===== config.mk =====
export PLATFORM = sky130hd
export DESIGN_NAME = decomp_ctrl
export DESIGN_NICKNAME = d
export VERILOG_FILES = /design/src/rtl/decomp_ctrl.sv
export SDC_FILE = /design/constraint.sdc
export NUM_CORES = 1
export LEC_CHECK = 0
export ABC_AREA = 1
export BUFFER_PORTS_ARGS = -buffer_cell sky130_fd_sc_hd__buf_2
export CAP_MARGIN = 5
export CORE_ASPECT_RATIO = 2
export CORE_MARGIN = 4
export CORE_UTILIZATION = 48
export DETAILED_ROUTE_END_ITERATION = 16
export GPL_TIMING_DRIVEN = 0
export PLACE_DENSITY = 0.84
export SYNTH_ARGS = -nofsm -noshare
export SYNTH_HDL_FRONTEND = slang
export SYNTH_SLANG_ARGS = --single-unit

===== constraint.sdc =====
create_clock -name clk -period 2 [get_ports clk]
set_input_delay 0 -clock clk [delete_from_list [all_inputs] [get_ports clk]]
set_output_delay 0 -clock clk [all_outputs]
set_load 0.02 [all_outputs]

===== src/rtl/decomp_ctrl.sv =====
`default_nettype none
// ---------------------------------------------------------------------------
// Module  : decomp_ctrl
// Brief   : Fetches run-length tokens, feeds a bit-serial decompressor and
//           writes the finished words to a destination buffer.
// Revision: 1.0 - initial release
// ---------------------------------------------------------------------------
module decomp_ctrl #(
  parameter  int N  = 32,
  parameter  int AW = 16,
  localparam int VW = $clog2(N) + 1
) (
  input  logic          clk,
  input  logic          reset,
  input  logic          go_i,
  input  logic [AW-1:0] src_base_i,
  input  logic [AW-1:0] dst_base_i,
  input  logic [AW-1:0] word_count_i,
  output logic          tok_rd_o,
  output logic [AW-1:0] tok_addr_o,
  input  logic          tok_valid_i,
  input  logic [VW:0]   tok_data_i,
  output logic          dec_rst_o,
  output logic          dec_start_o,
  output logic          dec_bit_o,
  output logic [VW-1:0] dec_value_o,
  input  logic          dec_store_i,
  input  logic [N-1:0]  dec_out_i,
  output logic          wr_en_o,
  output logic [AW-1:0] wr_addr_o,
  output logic [N-1:0]  wr_data_o,
  output logic          busy_o,
  output logic          done_o,
  output logic          err_o
);

  localparam logic [2:0] S_IDLE   = 3'd0;
  localparam logic [2:0] S_CLEAR  = 3'd1;
  localparam logic [2:0] S_FETCH  = 3'd2;
  localparam logic [2:0] S_WAIT   = 3'd3;
  localparam logic [2:0] S_ISSUE  = 3'd4;
  localparam logic [2:0] S_SETTLE = 3'd5;
  localparam logic [2:0] S_DONE   = 3'd6;

  localparam logic [VW-1:0] C_MAX_RUN = VW'(N);

  logic [2:0]    state_q,   state_d;
  logic [AW-1:0] src_q,     src_d;
  logic [AW-1:0] dst_q,     dst_d;
  logic [AW-1:0] cnt_q,     cnt_d;
  logic [AW-1:0] tok_idx_q, tok_idx_d;
  logic [AW-1:0] words_q,   words_d;
  logic          err_q,     err_d;
  logic          tbit_q,    tbit_d;
  logic [VW-1:0] tlen_q,    tlen_d;

  logic          busy_w;
  logic          wr_w;
  logic [VW-1:0] in_len_w;

  assign busy_w   = (state_q != S_IDLE);
  // A store beyond the requested word count is a leftover and is dropped.
  assign wr_w     = busy_w && dec_store_i && (words_q != cnt_q);
  assign in_len_w = tok_data_i[VW-1:0];

  always_comb begin
    state_d   = state_q;
    src_d     = src_q;
    dst_d     = dst_q;
    cnt_d     = cnt_q;
    tok_idx_d = tok_idx_q;
    words_d   = words_q;
    err_d     = err_q;
    tbit_d    = tbit_q;
    tlen_d    = tlen_q;

    if (wr_w) begin
      words_d = words_q + AW'(1);
    end

    case (state_q)
      S_IDLE: begin
        if (go_i) begin
          src_d     = src_base_i;
          dst_d     = dst_base_i;
          cnt_d     = word_count_i;
          tok_idx_d = '0;
          words_d   = '0;
          err_d     = 1'b0;
          state_d   = S_CLEAR;
        end
      end
      S_CLEAR: begin
        state_d = (cnt_q == '0) ? S_DONE : S_FETCH;
      end
      S_FETCH: begin
        tok_idx_d = tok_idx_q + AW'(1);
        state_d   = S_WAIT;
      end
      S_WAIT: begin
        if (tok_valid_i) begin
          tbit_d = tok_data_i[VW];
          tlen_d = in_len_w;
          if (in_len_w == '0) begin
            state_d = S_FETCH;
          end else if (in_len_w > C_MAX_RUN) begin
            err_d   = 1'b1;
            state_d = S_DONE;
          end else begin
            state_d = S_ISSUE;
          end
        end
      end
      S_ISSUE: begin
        state_d = S_SETTLE;
      end
      S_SETTLE: begin
        // words_d already includes a store landing in this cycle.
        state_d = (words_d == cnt_q) ? S_DONE : S_FETCH;
      end
      S_DONE: begin
        state_d = S_IDLE;
      end
      default: begin
        state_d = S_IDLE;
      end
    endcase
  end

  always_ff @(posedge clk) begin
    if (reset) begin
      state_q   <= S_IDLE;
      src_q     <= '0;
      dst_q     <= '0;
      cnt_q     <= '0;
      tok_idx_q <= '0;
      words_q   <= '0;
      err_q     <= 1'b0;
      tbit_q    <= 1'b0;
      tlen_q    <= '0;
    end else begin
      state_q   <= state_d;
      src_q     <= src_d;
      dst_q     <= dst_d;
      cnt_q     <= cnt_d;
      tok_idx_q <= tok_idx_d;
      words_q   <= words_d;
      err_q     <= err_d;
      tbit_q    <= tbit_d;
      tlen_q    <= tlen_d;
    end
  end

  assign tok_rd_o    = (state_q == S_FETCH);
  assign tok_addr_o  = (state_q == S_FETCH) ? (src_q + tok_idx_q) : '0;
  assign dec_rst_o   = (state_q == S_CLEAR);
  assign dec_start_o = (state_q == S_ISSUE);
  assign dec_bit_o   = (state_q == S_ISSUE) ? tbit_q : 1'b0;
  assign dec_value_o = (state_q == S_ISSUE) ? tlen_q : '0;
  assign wr_en_o     = wr_w;
  assign wr_addr_o   = wr_w ? (dst_q + words_q) : '0;
  assign wr_data_o   = wr_w ? dec_out_i : '0;
  assign busy_o      = busy_w;
  assign done_o      = (state_q == S_DONE);
  assign err_o       = err_q;

endmodule
`default_nettype wire


==> results of run 1 <==
## repair_timing
item / CTS / global route
gates cloned: 4 / 2
pin swaps: 32 / 65
endpoints found under the hold margin: 57 / 0
buffers inserted: 41 / 29
resized for setup: 218 / 239
endpoints found under the setup margin: 81 / 123
hold buffers: 56 / 0
## power groups by stage
stage / Combinational, uW / Sequential (uW) / Clock [uW]
2_1_floorplan: 1250 / 2120 / 0
3_3_place_gp: 1820 / 2140 / 0
3_5_place_dp: 1850 / 2150 / 0
4_1_cts: 2300 / 2120 / 1640
5_1_grt: 3090 / 2150 / 1720
6_report: 2880 / 2140 / 1640
## worst reg2reg max path, stage by stage (launching register included)
cell      delay (ns)
dfxtp_4         0.37
buf_6           0.09
buf_6           0.10
ha_4            0.15
nand2_4         0.06
nor3_4          0.23
nand2_2         0.11
nor3_4          0.27
nand2_2         0.10
clkinv_1        0.07
nand2_1         0.05
nand2_1         0.07
nand2_1         0.05
clkinv_1        0.04
nand2_1         0.05
nor2_2          0.12
nand4_1         0.16
a21oi_1         0.16
## through the flow
stage / total power [uW] / hold WS, ns / util / worst slack, ns
after floorplan: 3370 / 0.119 / - / -0.0220
after global placement: 3960 / 0.252 / 0.572 / -0.493
after detailed placement: 4000 / 0.256 / 0.572 / -0.551
after CTS: 6060 / 0.116 / 0.720 / -0.400
after global routing: 6960 / 0.174 / 0.803 / -0.690
final: 6670 / 0.130 / 0.803 / -0.514
## routing by layer
metal	vias to the layer above	global-route usage	share of wire
met4	0	0.233	0.090
li1	3788	-	-
met2	517	0.578	0.53
met3	176	0.0419	0.072
met5	-	0	0
met1	3820	0.267	0.30
## sequential cells by signal (all words and copies together) (netlist names)
signal,cells
state_q,3
cnt_q,16
words_q,16
err_o,1
tlen_q,6
tbit_q,1
tok_idx_q,16
src_q,16
dst_q,16
## area by class of cell
cell class,count,area (um2),area share
flip-flops and latches,91,1890,0.188
inverters,137,536,0.0531
well taps,150,188,0.0186
plain buffers,32,230,0.0228
clock inverters,1,7.51,0.000745
multi-input cells,723,4580,0.455
clock buffers,14,274,0.0272
repair buffers,293,2370,0.235
## placed cells by master, fill, tap and decap left out, types with 3 or more instances in the layout
master and instances:
nor3_4 4, dlygate4sd3_1 56, nand2_1 216, nor2_1 79, buf_4 67, nand4_1 13, o21ai_2 13, nor3_1 12
ha_1 17, nand3_1 26, a21o_1 3, o21ai_0 42, buf_2 112, clkbuf_2 5, nand3_2 17, o21ai_1 6
ha_4 12, dfxtp_2 20, nor4_1 3, buf_8 6, xor2_1 15, nor3_2 3, inv_1 115, a21oi_1 94
dfxtp_4 12, inv_2 16, nand2_2 32, ha_2 3, nand2_4 7, dfxtp_1 59, a211oi_1 5, clkbuf_16 11
clkbuf_1 13, nor2_2 23, buf_6 58, a21oi_2 15, clkbuf_8 3, nor2_4 29, buf_12 5
## worst max path at each step
stage,slack [ns],cells after the start,to,from
after floorplan,-0.02,11,tok_addr_o[10],tok_idx_q[0]
after global placement,-0.49,17,wr_addr_o[11],words_q[2]
after detailed placement,-0.55,17,wr_addr_o[11],words_q[2]
after CTS,-0.40,14,wr_addr_o[12],dst_q[0]
after global routing,-0.69,17,wr_addr_o[11],words_q[2]
final,-0.51,17,wr_addr_o[11],words_q[2]
## cell families after synthesis
family	Yosys count	synth area share
AOI/OAI and AO/OA	199	0.174
xor gates and xnor gates	19	0.0294
adders and majority gates	34	0.0719
buffers and inverters	170	0.109
DFF	91	0.297
and+or+nand+nor	471	0.318
==> flow_metrics.tcl, run 1 <==
set metrics [dict create \
    yosys.area.top_type "dfxtp_1" \
    syn_nets 1110 \
    drt_pass1_iterations 6 \
    p_leak_uw 0.00442 \
    worst_path_max_delay_cell "dfxtp_4" \
    finalSetupViolCount 60 \
    period_share 1.26 \
    initialDrtViolationCount 579 \
    via_count 8301 \
    max_freq_ghz 0.398 \
    synth_seq_cells 91 \
    worstMarginPinSlew_ns 0.626 \
    grt_first_pass_wirelength_mm 35.1 \
    min_path_type "input port to register" \
    path_cells "ha_4 > a21oi_2 > nand2_2 > nand2_2 > nand2_2 > a21oi_4 > nor2_2 > inv_2 > nand2_2 > o21ai_4 > o21ai_2 > nand2_1 > nand2_2 > nand2_2 > nand2_2 > nor2_4 > buf_6" \
    die_h_um 168 \
    hpwl_mm 15.6 \
    synth_most_common_cell "nand2_1" \
    tritoncts "built" \
    endpoint_kind "output pin" \
    yosys-top-cells-count "nand2_1 (249), nor2_1 (129), inv_1 (125), a21oi_1 (111), dfxtp_1 (91)" \
    place_congestion 0.944 \
    synth_ff_type "dfxtp_1" \
    cts.path.max_buffers 2 \
    r2r_slack_ns -0.34 \
    cts_sinks 91 \
    path_clk_slew_ns 0.06 \
    intPower_uw 4080 \
    synth_top_area_frac 0.297 \
    pwr-share-clk 0.247 \
    syn_inst 984 \
    synth_edf_count 0 \
    power.share.combinational 0.433 \
    start_util 0.488 \
    cts_buffers 9 \
    min_path_cells 5 \
    postPlaceCellArea_um2 7180 \
    route.detailed.drc 0 \
    path_class "register to output pin" \
    finalClockSkew_ns 0.00719 \
    crit_buf_inv 2 \
    row_count 58 \
    period_needed_ns 2.51 \
    n_fill_cell 755 \
    drv_cap 0 \
    crit_family "simple AND/OR/NAND/NOR gates" \
    clk_latency_ns 0.35 \
    synth_area_leaders "dfxtp_1 (30%), nand2_1 (15%), a21oi_1 (9.1%), nor2_1 (7.9%), inv_1 (7.7%)" \
    reg2reg_depth 17 \
    critPathArrivalTime_ns 2.51 \
    critPathMaxFanout 5 \
    cp-start-kind "register" \
    grt-ovfl-total 0 \
    r2r_start "words_q[0]" \
    setup_tns_ns -10.59 \
    hold_viol_final 0 \
    synth-async-reset-ratio 0 \
    grt_max_degree 14 \
    final.setup.worst_slack_ns -0.514 \
    grtUsageTotal 0.303 \
    required_ns 2.00 \
    avgSynthCellArea_um2 6.22 \
    antenna_found_initial 0 \
    nNetsFinal 1413 \
    cts_max_level 3 \
    ir_drop_mv 0.623 \
    slowest_delay_ns 0.36 \
    syn-cell-area_um2 6120 \
    ios 170 \
    core_area_um2 12600 \
    die_w_um 87.9 \
    rsz0062_at_grt "true" \
    powerDensity_nw_per_um2 661 \
    wirelength_mm 27.0 \
    synth.distinct_cells 41 \
    drive_above_1_share 0.385 \
    place_inst 1302 \
    wl_per_cell_um 18.7 \
    area_delta_synth_final_pct 64.5 \
    slew_headroom 0.583 \
    clock_tree.root_cell "clkbuf_16" \
    via_per_inst 5.76 \
    die-area_um2 14700 \
    status "complete, but fails checks" \
    antennaDiodeCount 0 \
    fin_cells 1441 \
    grt_pass1_vias 7773 \
    switching_share 0.388 \
    port_buffers 168 \
    seq_power_share 0.321 \
    ys_seq_area_frac 0.297 \
    fin_area_um2 10100 \
    holdPathEnd "err_o" \
    cp_common_cell "nand2_2" \
    antenna_left 0 \
    yosysWarnings 0 \
    p_sw_uw 2590 \
    rr_endpoint "state_q[2]" \
    slew_violations 0 \
    violations "setup timing" \
    min_from "go_i" \
]
Note: power is estimated with default switching activity, not from simulation.
==> inputs of run 2 (changes only) <==
--- a/config.mk
+++ b/config.mk
@@ -13,7 +13,8 @@
 export CORE_UTILIZATION = 48
 export DETAILED_ROUTE_END_ITERATION = 16
 export GPL_TIMING_DRIVEN = 0
-export PLACE_DENSITY = 0.84
+export PLACE_DENSITY = 0.76
+export RECOVER_POWER = 100
 export SYNTH_ARGS = -nofsm -noshare
 export SYNTH_HDL_FRONTEND = slang
 export SYNTH_SLANG_ARGS = --single-unit
==> run 2 against run 1 <==
The run still ends with setup timing left. Maximum frequency shrank 8.1%. Via count up 0.67%. Clock skew increased by 0.0047 ns. Combinational power is 5% higher. Critical endpoint unchanged. Sequential share of layout area fell by 0.13 points. Die area stayed put. Total power rose by 7.0%. Global-route usage grew 1.7 points. Core utilization shrank 0.33 points. Critical path type unchanged. Non-clock buffer count shrank 4. Worst setup slack got worse by 0.22 ns. Register-to-register slack worse by 0.20 ns.
==> flow_metrics.tcl, run 2 (synthesis results as in run 1) <==
set metrics [dict create \
    status "complete, but fails checks" \
    violations "setup timing" \
    initialDrtViolationCount 770 \
    antenna_left 0 \
    grt-ovfl-total 0 \
    die-area_um2 14700 \
    place_ws_ns -0.544 \
    final_common_cell "nand2_1" \
    min_from "go_i" \
    period_needed_ns 2.73 \
    hpwl_mm 15.9 \
    path_cells "ha_4 > a21oi_2 > nand2_2 > nand2_2 > nand2_2 > a21oi_2 > nor2_1 > inv_1 > nand2_2 > o21ai_4 > o21ai_2 > nand2_1 > nand2_2 > nand2_2 > nand2_2 > nor2_4 > buf_6" \
    worstMarginPinSlew_ns 0.737 \
    holdPathEnd "err_o" \
    powerDensity_nw_per_um2 711 \
    final_cell_mix "nand2_1 (221), inv_1 (120), buf_2 (100), a21oi_1 (95), nor2_1 (78)" \
    hold_viol_final 0 \
    via_count 8357 \
    worst_path_max_delay_cell "dfxtp_2" \
    row_count 58 \
    wirelength_mm 28.7 \
    period_share 1.37 \
    reg2reg_depth 14 \
    max_freq_ghz 0.366 \
    min_path_type "input port to register" \
    cts.path.max_buffers 2 \
    crit_family "simple AND/OR/NAND/NOR gates" \
    critPathMaxFanout 5 \
    p_leak_uw 0.00438 \
    r2r_slack_ns -0.54 \
    drive_above_1_share 0.354 \
    cp-start-kind "register" \
    path_class "register to output pin" \
    r2r_start "state_q[2]" \
    cp_common_cell "nand2_2" \
    clk_latency_ns 0.35 \
    switching_share 0.384 \
    fin_util 0.799 \
    required_ns 2.00 \
    place_congestion 0.929 \
    ir_drop_mv 0.580 \
    min_path_cells 5 \
    tritoncts "built" \
    critPathArrivalTime_ns 2.73 \
    cts_sinks 91 \
    route.detailed.drc 0 \
    core_area_um2 12600 \
    seq_power_share 0.300 \
    cts_max_level 3 \
    power.share.combinational 0.423 \
    drt_pass1_iterations 7 \
    port_buffers 168 \
    slew_headroom 0.504 \
    final.setup.worst_slack_ns -0.734 \
    slew_violations 0 \
    area_delta_synth_final_pct 63.9 \
    endpoint_kind "output pin" \
    path_depth 17 \
    setup_tns_ns -22.45 \
    rr_endpoint "state_q[2]" \
    drv_cap 0 \
    nNetsFinal 1409 \
    via_per_inst 5.81 \
    finalClockSkew_ns 0.0119 \
    cts_buffers 9 \
    grt_max_degree 16 \
    crit_buf_inv 2 \
    rsz0062_at_grt "true" \
    antenna_found_initial 1 \
    die_h_um 168 \
    finalSetupViolCount 106 \
    intPower_uw 4400 \
    ios 170 \
    grtUsageTotal 0.320 \
    n_fill_cell 780 \
    grt_pass1_vias 8074 \
    die_w_um 87.9 \
    path_clk_slew_ns 0.07 \
    start_util 0.488 \
    p_sw_uw 2740 \
    grt_first_pass_wirelength_mm 36.9 \
    wl_per_cell_um 19.9 \
    clock_tree.root_cell "clkbuf_16" \
    slowest_delay_ns 0.34 \
    pwr-share-clk 0.277 \
]
==> run 2: cell types whose count changed in the layout (fill, tap and decap cells not counted), sizes merged <==
cell / before / now
clkbuf: 33 / 42
clkinv: 3 / 6
buf: 250 / 232
inv: 133 / 134
diode: 0 / 1
clkinvlp: 2 / 1
bufinv: 0 / 3
==> run 2: routing by layer <==
layer	track usage	up-vias	part of all wire
li1	-	3782	-
met1	0.273	3768	0.30
met2	0.617	588	0.52
met3	0.0433	219	0.088
met4	0.253	0	0.096
met5	0	-	0
==> run 2: stage by stage <==
| stage | cell area, um2 | power (uW) | cells | hold WS (ns) |
|---|---|---|---|---|
| after global routing | 10000 | 7410 | 1438 | 0.250 |
| after global placement | 7180 | 3980 | 1302 | 0.250 |
| after floorplan | 6150 | 3370 | 984 | 0.119 |
| final | 10000 | 7130 | 1439 | 0.163 |
| after detailed placement | 7180 | 4000 | 1302 | 0.253 |
| after CTS | 9290 | 6540 | 1423 | 0.167 |
==> run 2: worst max path at each step <==
stage / start / to / slack (ns)
floorplan: tok_idx_q[0] / tok_addr_o[10] / -0.02
global placement: words_q[0] / wr_addr_o[12] / -0.54
detailed placement: words_q[0] / wr_addr_o[12] / -0.54
CTS: tok_idx_q[0] / tok_addr_o[12] / -0.45
global route: words_q[0] / wr_addr_o[8] / -0.82
finish: dst_q[2] / wr_addr_o[11] / -0.73
==> run 2: final cells by class <==
class / instances / area, um2 / share of cell area
multi-input cells: 723 / 4530 / 0.452
repair buffers: 289 / 2350 / 0.235
flip-flops and latches: 91 / 1870 / 0.186
inverters: 137 / 529 / 0.0527
clock buffers: 9 / 225 / 0.0224
plain buffers: 32 / 216 / 0.0216
well taps: 150 / 188 / 0.0187
clock inverters: 7 / 116 / 0.0116
diodes: 1 / 2.50 / 0.000249
==> run 2: power by group through the flow <==
stage / Combinational [uW] / Clock, uW / Sequential [uW]
after floorplan: 1250 / 0 / 2120
after CTS: 2460 / 1950 / 2130
after global routing: 3220 / 2040 / 2160
after global placement: 1830 / 0 / 2150
after detailed placement: 1850 / 0 / 2150
final: 3010 / 1980 / 2140
==> run 2: repair_timing <==
item,CTS,global route
cloned,4,2
gates resized for setup,259,171
endpoints found under the hold margin,56,0
pin swaps,41,45
hold buffers,56,0
endpoints found under the setup margin,88,100
setup buffers,46,19
==> run 2: worst register-to-register path: cells and delay by family (launching register included) <==
kind            cells  cell delay, ns
buf+inv             4            0.67
compound gates      1            0.16
flops               1            0.39
simple gates        9            1.25
==> inputs of run 3 (changes only) <==
--- a/config.mk
+++ b/config.mk
@@ -8,12 +8,14 @@
 export ABC_AREA = 1
 export BUFFER_PORTS_ARGS = -buffer_cell sky130_fd_sc_hd__buf_2
 export CAP_MARGIN = 5
+export CELL_PAD_IN_SITES_DETAIL_PLACEMENT = 0
+export CELL_PAD_IN_SITES_GLOBAL_PLACEMENT = 2
 export CORE_ASPECT_RATIO = 2
 export CORE_MARGIN = 4
-export CORE_UTILIZATION = 48
+export CORE_UTILIZATION = 25
 export DETAILED_ROUTE_END_ITERATION = 16
 export GPL_TIMING_DRIVEN = 0
-export PLACE_DENSITY = 0.76
+export PLACE_DENSITY = 0.77
 export RECOVER_POWER = 100
 export SYNTH_ARGS = -nofsm -noshare
 export SYNTH_HDL_FRONTEND = slang
==> run 3 against run 2 <==
Sequential power barely moved. Routed wire length fell by 8.5%. Non-clock buffer count up 9. Largest power group unchanged. Clock-buffer cell count increased by 4. Maximum frequency rose by 14%. The flow still finishes with violations (setup timing). Core utilization is 37 points lower. Largest cell class unchanged. Total power down 2.2%. Critical path depth decreased by 4. Final area increased by 3.6%. Sequential cell count unchanged. Critical endpoint is now wr_addr_o[14].
==> flow_metrics.tcl, run 3 (synthesis results as in run 1) <==
set metrics [dict create \
    status "complete, but fails checks" \
    violations "setup timing" \
    p_leak_uw 0.00440 \
    die_h_um 229 \
    r2r_slack_ns -0.32 \
    cts.path.max_buffers 2 \
    grtUsageTotal 0.184 \
    slew_headroom 0.524 \
    via_per_inst 4.67 \
    port_buffers 168 \
    drt_pass1_iterations 6 \
    min_path_type "input port to register" \
    finalClockSkew_ns 0.0112 \
    drv_cap 0 \
    grt_first_pass_wirelength_mm 39.1 \
    via_count 7403 \
    cp-start-kind "register" \
    final_cell_mix "nand2_1 (215), inv_1 (119), buf_2 (103), a21oi_1 (92), nor2_1 (77)" \
    path_cells "ha_4 > fa_2 > nand3_2 > nand3_2 > nand2_2 > a31oi_4 > buf_4 > buf_6 > nand3_4 > o2111ai_4 > o21ai_2 > a21oi_2 > buf_4" \
    wl_per_cell_um 16.6 \
    cts_max_level 3 \
    drive_above_1_share 0.378 \
    worstMarginPinSlew_ns 0.707 \
    fin_cells 1584 \
    r2r_start "words_q[2]" \
    path_class "register to output pin" \
    rsz0062_at_grt "true" \
    finalSetupViolCount 70 \
    hold_viol_final 0 \
    cts_buffers 9 \
    slowest_delay_ns 0.37 \
    route.detailed.drc 0 \
    required_ns 2.00 \
    final_common_cell "nand2_1" \
    fin_area_um2 10400 \
    die_w_um 119 \
    reg2reg_depth 17 \
    max_freq_ghz 0.418 \
    critPathArrivalTime_ns 2.39 \
    grt-ovfl-total 0 \
    final.setup.worst_slack_ns -0.391 \
    place_inst 1439 \
    ios 170 \
    crit_buf_inv 3 \
    crit_start "dst_q[0]" \
    die-area_um2 27200 \
    wirelength_mm 26.3 \
    ir_drop_mv 0.370 \
    place_ws_ns -0.668 \
    path_depth 13 \
    clk_latency_ns 0.35 \
    path_clk_slew_ns 0.07 \
    crit_family "adder cells" \
    antenna_left 0 \
    tritoncts "built" \
    antennaDiodeCount 0 \
    critPathMaxFanout 2 \
    place_congestion 0.874 \
    period_share 1.20 \
    grt_pass1_vias 7602 \
    antenna_found_initial 1 \
    powerDensity_nw_per_um2 671 \
    postPlaceCellArea_um2 7350 \
    initialDrtViolationCount 216 \
    grt_max_degree 15 \
    clock_tree.root_cell "clkbuf_16" \
    rr_endpoint "state_q[2]" \
    cts_sinks 91 \
    start_util 0.255 \
    area_delta_synth_final_pct 69.8 \
    core_area_um2 24000 \
    crit_end "wr_addr_o[14]" \
    nNetsFinal 1418 \
    slew_violations 0 \
    period_needed_ns 2.39 \
    row_count 80 \
    hpwl_mm 19.7 \
    endpoint_kind "output pin" \
    worst_path_max_delay_cell "fa_2" \
]
## run 3: cell types whose count changed in the layout (fill, tap and decap cells not counted), moves of 4 or more
cell,delta
nand2_2,+10
nand2_4,-4
ha_1,-5
buf_4,+7
ha_4,+4
buf_12,+5
dfxtp_4,+6
nand2_1,-6
## run 3: metal layers
layer | part of all wire | GRT usage
met1 | 0.32 | 0.154
met2 | 0.61 | 0.404
met3 | 0.030 | 0.0188
met4 | 0.036 | 0.0852
met5 | 0 | 0
## run 3: final cells by class
type / instances / area (um2)
buffer: 32 / 233
clock buffer: 13 / 270
clock inverter: 3 / 68.8
fill: 2518 / 13600
inverter: 137 / 536
multi-input combinational: 723 / 4610
sequential: 91 / 1890
tap: 287 / 359
timing repair buffer: 298 / 2440
## run 3: worst min path at each step
| stage | from | endpoint | cells past startpoint |
|---|---|---|---|
| after floorplan | dec_out_i[0] | wr_data_o[0] | 2 |
| after global placement | dst_base_i[2] | dst_q[2] | 3 |
| after detailed placement | src_base_i[10] | src_q[10] | 3 |
| after CTS | go_i | err_o | 5 |
| after global routing | dec_store_i | words_q[13] | 5 |
| final | go_i | err_o | 5 |
## run 3: where the power goes
part | leakage (uW) | switching, uW | internal (uW)
sequential | 0.000759 | 154 | 1980
clock | 0.000166 | 743 | 1200
combinational | 0.00348 | 1690 | 1220
## run 3: worst min-delay path, stage by stage
cell     delay [ns]
buf_2          0.11
o21ai_0        0.09
inv_1          0.12
a21oi_1        0.08
nor2_1         0.07
## run 3: repair_timing
item	4_1_cts	5_1_grt
endpoints found under the setup margin	123	108
pin swaps	41	45
hold endpoints to repair	57	0
cloned	3	3
buffers inserted	59	21
gates resized for setup	311	157
hold buffers	56	0
## run 3: metrics by stage
stage / util / total power (uW) / hold WS [ns] / TNS, ns
finish: 0.433 / 6980 / 0.154 / -17.59
global route: 0.433 / 7360 / 0.215 / -29.75
CTS: 0.405 / 6710 / 0.130 / -11.23
detailed placement: 0.306 / 4120 / 0.254 / -19.18
global placement: 0.306 / 4120 / 0.252 / -19.23
floorplan: - / 3370 / 0.119 / -0.0359
